**src/rtl/pong_disp_pkg.sv**
```systemverilog
// Shared definitions for the pong score display path: the BCD formatter's state
// encoding, its conversion geometry, and the default separator pattern.
package pong_disp_pkg;

    // Conversion geometry.
    localparam int SCORE_W    = 8;
    localparam int BCD_DIGITS = 3;
    localparam int DD_ITERS   = 8;

    // Working register width: BCD digits on top, the binary score underneath.
    localparam int DD_W       = SCORE_W + 4 * BCD_DIGITS;
    localparam int ITER_W     = $clog2(DD_ITERS);

    // Counter value at which the final shift happens.
    localparam logic [ITER_W-1:0] ITER_LAST = ITER_W'(DD_ITERS - 1);

    // Two separator nibbles between the scores. All-ones leaves those display digits blank.
    localparam logic [7:0] SEP_DEFAULT = 8'hFF;

    typedef enum logic [1:0] {
        ST_IDLE  = 2'd0,
        ST_SHIFT = 2'd1,
        ST_DONE  = 2'd2
    } fmt_state_e;

    // Double-dabble digit correction. A digit of 5 or more would pass 9 after
    // the next shift, so add 3 first to make that shift carry into the next digit.
    function automatic logic [3:0] add3_if_ge5(input logic [3:0] i_nib);
        return (i_nib >= 4'd5) ? (i_nib + 4'd3) : i_nib;
    endfunction

endpackage

```
**src/rtl/dd_step.sv**
```systemverilog
// One double-dabble iteration for a single score. Each BCD nibble is corrected,
// then the whole register is shifted left by one bit. Purely combinational.
module dd_step
    import pong_disp_pkg::*;
(
    input  logic [DD_W-1:0] i_val,
    output logic [DD_W-1:0] o_val
);

    logic [DD_W-1:0] w_adj;

    // Correct each BCD nibble. The binary part in the low SCORE_W bits passes through unchanged.
    always_comb begin
        w_adj = i_val;
        for (int d = 0; d < BCD_DIGITS; d++) begin
            w_adj[SCORE_W + 4*d +: 4] = add3_if_ge5(i_val[SCORE_W + 4*d +: 4]);
        end
    end

    assign o_val = {w_adj[DD_W-2:0], 1'b0};

endmodule

```
**src/rtl/score_bcd_formatter.sv**
```systemverilog
// Converts the two pong scores to packed BCD and builds the 32-bit word for
// the 8-digit display: {bcd_a, SEP, bcd_b}, with the leftmost digit in bits 31:28.
// Both scores are converted in parallel by iterative shift-and-add-3.
//
// state    | meaning
// ---------+-----------------------------------------------------------
// ST_IDLE  | ready high; wait for valid, then load the scores
// ST_SHIFT | one double-dabble step per cycle, 8 steps in total
// ST_DONE  | register the result into data_out and pulse done
module score_bcd_formatter
    import pong_disp_pkg::*;
#(
    parameter logic [7:0] SEP = SEP_DEFAULT
) (
    input  logic               clk,
    input  logic               reset,
    input  logic               valid,
    output logic               ready,
    input  logic [SCORE_W-1:0] score_a,
    input  logic [SCORE_W-1:0] score_b,
    output logic [31:0]        data_out,
    output logic               done
);

    localparam logic [DD_W-SCORE_W-1:0] BCD_ZERO = '0;

    fmt_state_e        r_state;
    logic [ITER_W-1:0] r_iter;
    logic [DD_W-1:0]   r_a;
    logic [DD_W-1:0]   r_b;
    logic [31:0]       r_data;
    logic              r_done;

    logic [DD_W-1:0]   w_a_next;
    logic [DD_W-1:0]   w_b_next;

    dd_step u_step_a (
        .i_val (r_a),
        .o_val (w_a_next)
    );

    dd_step u_step_b (
        .i_val (r_b),
        .o_val (w_b_next)
    );

    // Sequence the conversion: load, shift 8 times, publish, return to idle.
    always_ff @(posedge clk) begin
        if (reset) begin
            r_state <= ST_IDLE;
            r_iter  <= '0;
            r_a     <= '0;
            r_b     <= '0;
            r_data  <= {12'h000, SEP, 12'h000};
            r_done  <= 1'b0;
        end else begin
            r_done <= 1'b0;
            case (r_state)
                ST_IDLE: begin
                    if (valid) begin
                        r_a     <= {BCD_ZERO, score_a};
                        r_b     <= {BCD_ZERO, score_b};
                        r_iter  <= '0;
                        r_state <= ST_SHIFT;
                    end
                end
                ST_SHIFT: begin
                    r_a    <= w_a_next;
                    r_b    <= w_b_next;
                    r_iter <= r_iter + ITER_W'(1);
                    // The counter wraps to 0 here. The state change, not the wrap, ends the shifting.
                    if (r_iter == ITER_LAST) begin
                        r_state <= ST_DONE;
                    end
                end
                ST_DONE: begin
                    r_data  <= {r_a[DD_W-1:SCORE_W], SEP, r_b[DD_W-1:SCORE_W]};
                    r_done  <= 1'b1;
                    r_state <= ST_IDLE;
                end
                default: begin
                    r_state <= ST_IDLE;
                end
            endcase
        end
    end

    // ready is decoded from the state register, so it is free of input-to-output paths.
    assign ready    = (r_state == ST_IDLE);
    assign data_out = r_data;
    assign done     = r_done;

endmodule

```
**config.mk**
```make
export PLATFORM = sky130hd
export DESIGN_NAME = score_bcd_formatter
export DESIGN_NICKNAME = d
export VERILOG_FILES = /design/src/rtl/pong_disp_pkg.sv /design/src/rtl/dd_step.sv /design/src/rtl/score_bcd_formatter.sv
export SDC_FILE = /design/constraint.sdc
export NUM_CORES = 1
export LEC_CHECK = 0
export CORE_MARGIN = 10
export CORE_UTILIZATION = 55
export CTS_BUF_LIST = sky130_fd_sc_hd__clkbuf_8
export CTS_CLUSTER_SIZE = 25
export DETAILED_ROUTE_END_ITERATION = 10
export PLACE_DENSITY_LB_ADDON = 0.05
export SLEW_MARGIN = 0
export SYNTH_ARGS = -nofsm -noshare
export SYNTH_HDL_FRONTEND = slang
export SYNTH_SLANG_ARGS = --single-unit
```
**constraint.sdc**
```tcl
create_clock -name clk -period 1.8 [get_ports clk]
set_input_delay 0.18 -clock clk [delete_from_list [all_inputs] [get_ports clk]]
set_output_delay 0.18 -clock clk [all_outputs]
set_load 0.02 [all_outputs]
```
Word level (Yosys, flattened, before mapping)

Cells that the tools add are included.

Register bits after elaboration: 70
Input port bits: 19
Word-level logic and storage cells: 44

Add/sub/neg operators: 7
Order comparisons: 6
Eq/ne operators: 5
Muxes and demuxes: 16
Reductions and logical operators: 4

Operator list:

| cell                                                                  | number |
|---|---|
| 20-bit case mux with 2 select lines                                   | 2 |
| 20-bit two-way mux                                                    | 2 |
| 4-bit by 3-bit >= comparator with 1-bit output, second input constant | 6 |
| 4-bit by 2-bit adder with 4-bit output, second input constant         | 4 |
| 4-bit two-way mux                                                     | 4 |
| 3-bit two-way mux                                                     | 3 |
| 3-bit by 2-bit adder with 3-bit output, second input constant         | 2 |
| 3-bit case mux with 2 select lines                                    | 1 |
| 2-bit two-way mux                                                     | 2 |
| 2-bit inequality test, second input constant                          | 2 |
| 2-bit case mux with 2 select lines                                    | 1 |
| 2-bit AND reduction                                                   | 2 |
| 3-bit by 1-bit adder with 3-bit output, second input constant         | 1 |
| 3-bit == test, second input constant                                  | 1 |
| 2-bit by 1-bit == test with 1-bit output, second input constant       | 1 |
| 2-bit == test, second input constant                                  | 1 |
| 2-bit zero test                                                       | 1 |
| 2-bit nonzero test                                                    | 1 |
| 1-bit two-way mux                                                     | 1 |

Depth between registers and ports, before layout

Gate-level depths: netlist of run 1.

Word-level depth: 3
Gate-level depth with buffers: 6
Mapped depth without buffers: 6

Modules after synthesis

From an unflattened synthesis of run 1, not the netlist that was laid out.

Cells, all modules: 389
Area, all modules: 3343.2 um^2

Modules (own cells, without submodules):

| module              | instances | cells each | area each (um^2) | sequential area each (um^2) |
|---|---|---|---|---|
| score_bcd_formatter | 1         | 281        | 2632.5           | 1401.3 |
| dd_step             | 2         | 54         | 355.3            | 0.0 |

Least setup slack after synthesis of run 1

OpenSTA, ideal clock, no wires.

Path type: reg2reg
Start: register r_a[13]
End: register r_a[14]
Data arrival time: 1.233 ns
Data required time: 1.683 ns
Slack: 0.450 ns
Stages on the path, launching flop included: 7
Path buffers: 0
Period minus slack after synthesis: 1.350 ns
Cell sequence: dfxtp_1 -> inv_1 -> ha_1 -> nand2b_1 -> a21oi_1 -> mux2i_1 -> a22o_1

Cells in the longest elaborated chain, start to end: 3
Elaborated cells between the ends (all ways): 4

Ends and longest elaborated chain:

| what                                                                                                     | RTL line                  | text |
|---|---|---|
| start, declared                                                                                          | score_bcd_formatter.sv:29 | `logic [DD_W-1:0] r_a;` |
| start signal, assigned                                                                                   | score_bcd_formatter.sv:61 | `r_a <= {BCD_ZERO, score_a};` |
| start signal, assigned                                                                                   | score_bcd_formatter.sv:68 | `r_a <= w_a_next;` |
| 4-bit by 2-bit adder with 4-bit output or 4-bit by 3-bit >= comparator with 1-bit output (tied branches) | pong_disp_pkg.sv:29       | `return (i_nib >= 4'd5) ? (i_nib + 4'd3) : i_nib;` |
| 4-bit two-way mux *                                                                                      | pong_disp_pkg.sv:29       |  |
| 20-bit case mux with 2 select lines *                                                                    | score_bcd_formatter.sv:58 | `case (r_state)` |

Every way passes the cells marked *; elsewhere a longest branch is shown, timed or not.
A chain may end at the register's enable or synchronous reset.

Worst setup path in the final report of run 1

Start: register r_b[13]
End: register r_b[14]

Cells in the longest elaborated chain, start to end: 3
Elaborated cells between the ends (all ways): 4

Ends and longest elaborated chain:

| what                                                                                                     | RTL line                  | text |
|---|---|---|
| start, declared                                                                                          | score_bcd_formatter.sv:30 | `logic [DD_W-1:0] r_b;` |
| start signal, assigned                                                                                   | score_bcd_formatter.sv:62 | `r_b <= {BCD_ZERO, score_b};` |
| start signal, assigned                                                                                   | score_bcd_formatter.sv:69 | `r_b <= w_b_next;` |
| 4-bit by 2-bit adder with 4-bit output or 4-bit by 3-bit >= comparator with 1-bit output (tied branches) | pong_disp_pkg.sv:29       |  |
| 4-bit two-way mux *                                                                                      | pong_disp_pkg.sv:29       |  |
| 20-bit case mux with 2 select lines *                                                                    | score_bcd_formatter.sv:58 |  |

Marked as above.

==> results of run 1 <==
## cell type report
| class | instances | area (um2) | share of cell area |
|---|---|---|---|
| multi-input cells | 285 | 1610 | 0.413 |
| flip-flops and latches | 70 | 1400 | 0.359 |
| repair buffers | 55 | 533 | 0.136 |
| clock buffers | 10 | 138 | 0.0352 |
| well taps | 72 | 90.1 | 0.0231 |
| clock inverters | 6 | 85.1 | 0.0218 |
| inverters | 12 | 45.0 | 0.0115 |
## power breakdown
part | leakage, nW | switching, mW | internal, mW | total, mW
logic | 0.851 | 0.157 | 0.115 | 0.272
registers | 0.568 | 0.0233 | 1.58 | 1.61
clock network | 0.108 | 0.601 | 0.812 | 1.41
## through the flow
step	worst slack (ns)	util	hold slack, ns	instance area (um2)	cells
2_1_floorplan	0.450	-	0.346	3290	401
5_1_grt	0.130	0.692	0.355	3910	510
4_1_cts	0.0361	0.692	0.339	3900	510
3_3_place_gp	0.343	0.652	0.441	3680	494
3_5_place_dp	0.281	0.652	0.445	3680	494
6_report	0.239	0.692	0.339	3910	510
## critical path, cell delays in order, from the launching register on
cell      delay [ns]
dfxtp_1         0.39
inv_1           0.09
ha_1            0.18
nand2b_1        0.14
a21oi_1         0.30
mux2i_1         0.26
a22o_1          0.14
## layer usage
layer	global-route usage	vias to the layer above	part of all wire
li1	-	1368	-
met1	0.170	1257	0.44
met2	0.257	39	0.50
met3	0.0518	7	0.048
met4	0.0552	0	0.011
met5	0	-	0
## cells in the final DEF, fill, tap and decap left out, types with 7 or more instances in the layout
master / netlist / routed
inv_1: 12 / 12
conb_1: 1 / 8
buf_4: 12 / 10
nand2b_1: 9 / 9
o21ai_0: 7 / 7
clkdlybuf4s50_1: 0 / 42
a22o_1: 16 / 16
nor2_1: 56 / 56
nor2b_1: 16 / 16
a21oi_1: 53 / 53
nor3_1: 20 / 20
ha_1: 14 / 14
dfxtp_1: 70 / 70
nand2_1: 48 / 48
clkbuf_8: 0 / 10
## synth_stat cells
cell type   n  area [um2]
inv_1      12        45.0
clkbuf_1    6        22.5
nor3_1     20         100
nor2_8      1        20.0
o21ai_0     7        35.0
buf_6       6        67.6
dfxtp_1    70        1400
nor2_1     56         210
xnor2_1     6        52.6
nand3b_1    1        7.51
buf_2       9        45.0
a211oi_2    1        12.5
o21ai_1     3        15.0
ha_1       14         175
and2_1      1        6.26
a22oi_1     4        30.0
buf_1       1        3.75
buf_4      12        90.1
conb_1      1        3.75
nand2b_1    9        56.3
xor2_1      4        35.0
a32oi_1     1        8.76
nand3_1     6        30.0
a21oi_1    53         265
nor2b_1    16         100
nor2_4      3        33.8
mux2i_1     6        60.1
a22o_1     16         140
nand2_1    48         180
or2_4       1        8.76
## path summary, 6_finish.rpt
path | from | slack (ns) | cells past startpoint | endpoint
setup / recovery | r_b[13]$_SDFFE_PP0P_ | 0.24 | 6 | r_b[14]$_SDFFE_PP0P_
hold / removal | reset | 0.34 | 3 | r_state[1]$_SDFFE_PP0P_
setup reg to reg | r_b[13]$_SDFFE_PP0P_ | 0.24 | 6 | r_b[14]$_SDFFE_PP0P_
hold reg to reg | data_out[24]$_SDFFE_PP0P_ | 0.45 | 2 | data_out[24]$_SDFFE_PP0P_
## flip-flops by register name, indices dropped and copies added (netlist names)
signal and flops:
data_out 24, done 1, r_a 20, r_b 20, r_iter 3, r_state 2
## kinds of logic after synthesis
logic type	count (synthesis)	synth area share
flops	70	0.430
buf+inv	46	0.0840
mux	6	0.0184
compound gates	85	0.155
simple gates	162	0.231
fa+ha+maj	14	0.0537
other cells	1	0.00115
xor+xnor	10	0.0268
## timing repair
item	4_1_cts	5_1_grt
hold buffers	0	0
setup endpoints to repair	0	1
buffers inserted	0	0
gates resized for setup	0	1
==> impl_summary.txt, run 1 <==
----------------------------------------------------
[Pwr]
  Power per Cell Area ... 843 mW/mm2
  Leakage dissipation ... 1.53 nW
  Overall power ... 3.29 mW
  Highest ir drop seen on vdd ... 0.000519 V

[STA]
  Count of endpoints failing hold in the final timing report ... 0
  Peak clock frequency supported by timing ... 641 MHz
  Max Transition Viols Final ... 0
  Final critical delay including setup and external delays ... around 1.6 ns
  Final sum of negative setup slack ... 0 ns
  Number of setup violations in the final report ... 0
  Worst Skew ... between 0.008 and 0.009 ns
  Final clock period utilization by the worst path ... 0.867
  Unrepaired setup endpoints after global routing ... no
  Slew HR ... 0.631
  Pin slew with the least headroom to its limit ... 0.553 ns

[Place]
  HPWL reported at the end of detailed placement ... slightly below 5 mm
  Final Wtd Congestion ... 0.823
  Number of input and output port buffers inserted ... 44

[Global route]
  Initial antenna violation count ... 0
  First-pass GRT wire length ... ~12 mm
  Final global-route overflow total ... 0
  Overall fraction of global-route tracks in use ... 0.151
  Maximum number of pins on one net before global-route repair ... 25
  Via count of the first global-routing pass ... 2612

[Clocking]
  TritonCTS clock tree ... done
  H-tree level count ... 3
  Clock edge transition at the registers on the reported setup and hold paths ... 0.08 ns
  Root buffer selected by CTS ... clkbuf_8
  Clock latency on the worst-skew pair ... 0.35 ns
  CTS Sinks ... 70
  CTS Buf Count ... 9
  Maximum buffer depth of the clock tree ... 2

[Logic synthesis]
  Gate Count Post-Synth ... 394
  Count of distinct cell types in the synthesized netlist ... 30
  Synth warn ... 0
  Seq/Total Area, Yosys ... 0.430
  Average size of a mapped cell ... a little over 8 um2
  Cell area after synthesis ... 0.00326 mm2
  Synthesis-stage register bit count ... 70

[Critical path]
  Setup crit end kind ... flop
  Req. time, crit path ... 2.09 ns
  Data arrival time of the critical path ... approximately 1.9 ns
  Crit-path max FO ... 4
  Startpoint class of the critical path ... flop
  Worst Setup Path Type ... reg2reg

[Hold path]
  Min-Delay Path Class ... in2reg

[Drt]
  DRC violations left ... 0
  Via Count ... between 2000 and 3000
  Initial drt markers ... 172
  Total wirelength of the detailed-routed design ... 7.17 mm
  Router iterations before antenna repair ... 4
  Number of nets still failing antenna checks after routing ... 0
  Via count normalized by instance count ... ~5.2
  Wire per inst ... 14.1 um

[Cells and area]
  Proportion of layout cells with a drive suffix above 1 ... 0.0776
  Antenna cells ... 0
  Layout-stage area growth over the synthesis result ... 19.7%
  Number of nets in the finished design ... 466
  Number of inserted filler cells in the final layout ... 453

[Die]
  Die X ... ~97 um
  Number of top-level pins ... 53
  Core area ... about 0.0056 mm2
  Starting density of the core ... 0.578
  Vertical die dimension ... 97.0 um
  Die area ... 0.00941 mm2
  Row count ... 27

[Outcome]
  Outcome ... finished clean

[Run]
  Maximum Capacitance Violations ... 0

----------------------------------------------------
No activity file was read; power rests on OpenSTA's default activity.
==> run 2, diff against run 1 <==
--- a/config.mk
+++ b/config.mk
@@ -5,6 +5,7 @@
 export SDC_FILE = /design/constraint.sdc
 export NUM_CORES = 1
 export LEC_CHECK = 0
+export CAP_MARGIN = 20
 export CORE_MARGIN = 10
 export CORE_UTILIZATION = 55
 export CTS_BUF_LIST = sky130_fd_sc_hd__clkbuf_8
==> results of run 2 <==
Final layout, timing and power as in run 1 (identical DEF).
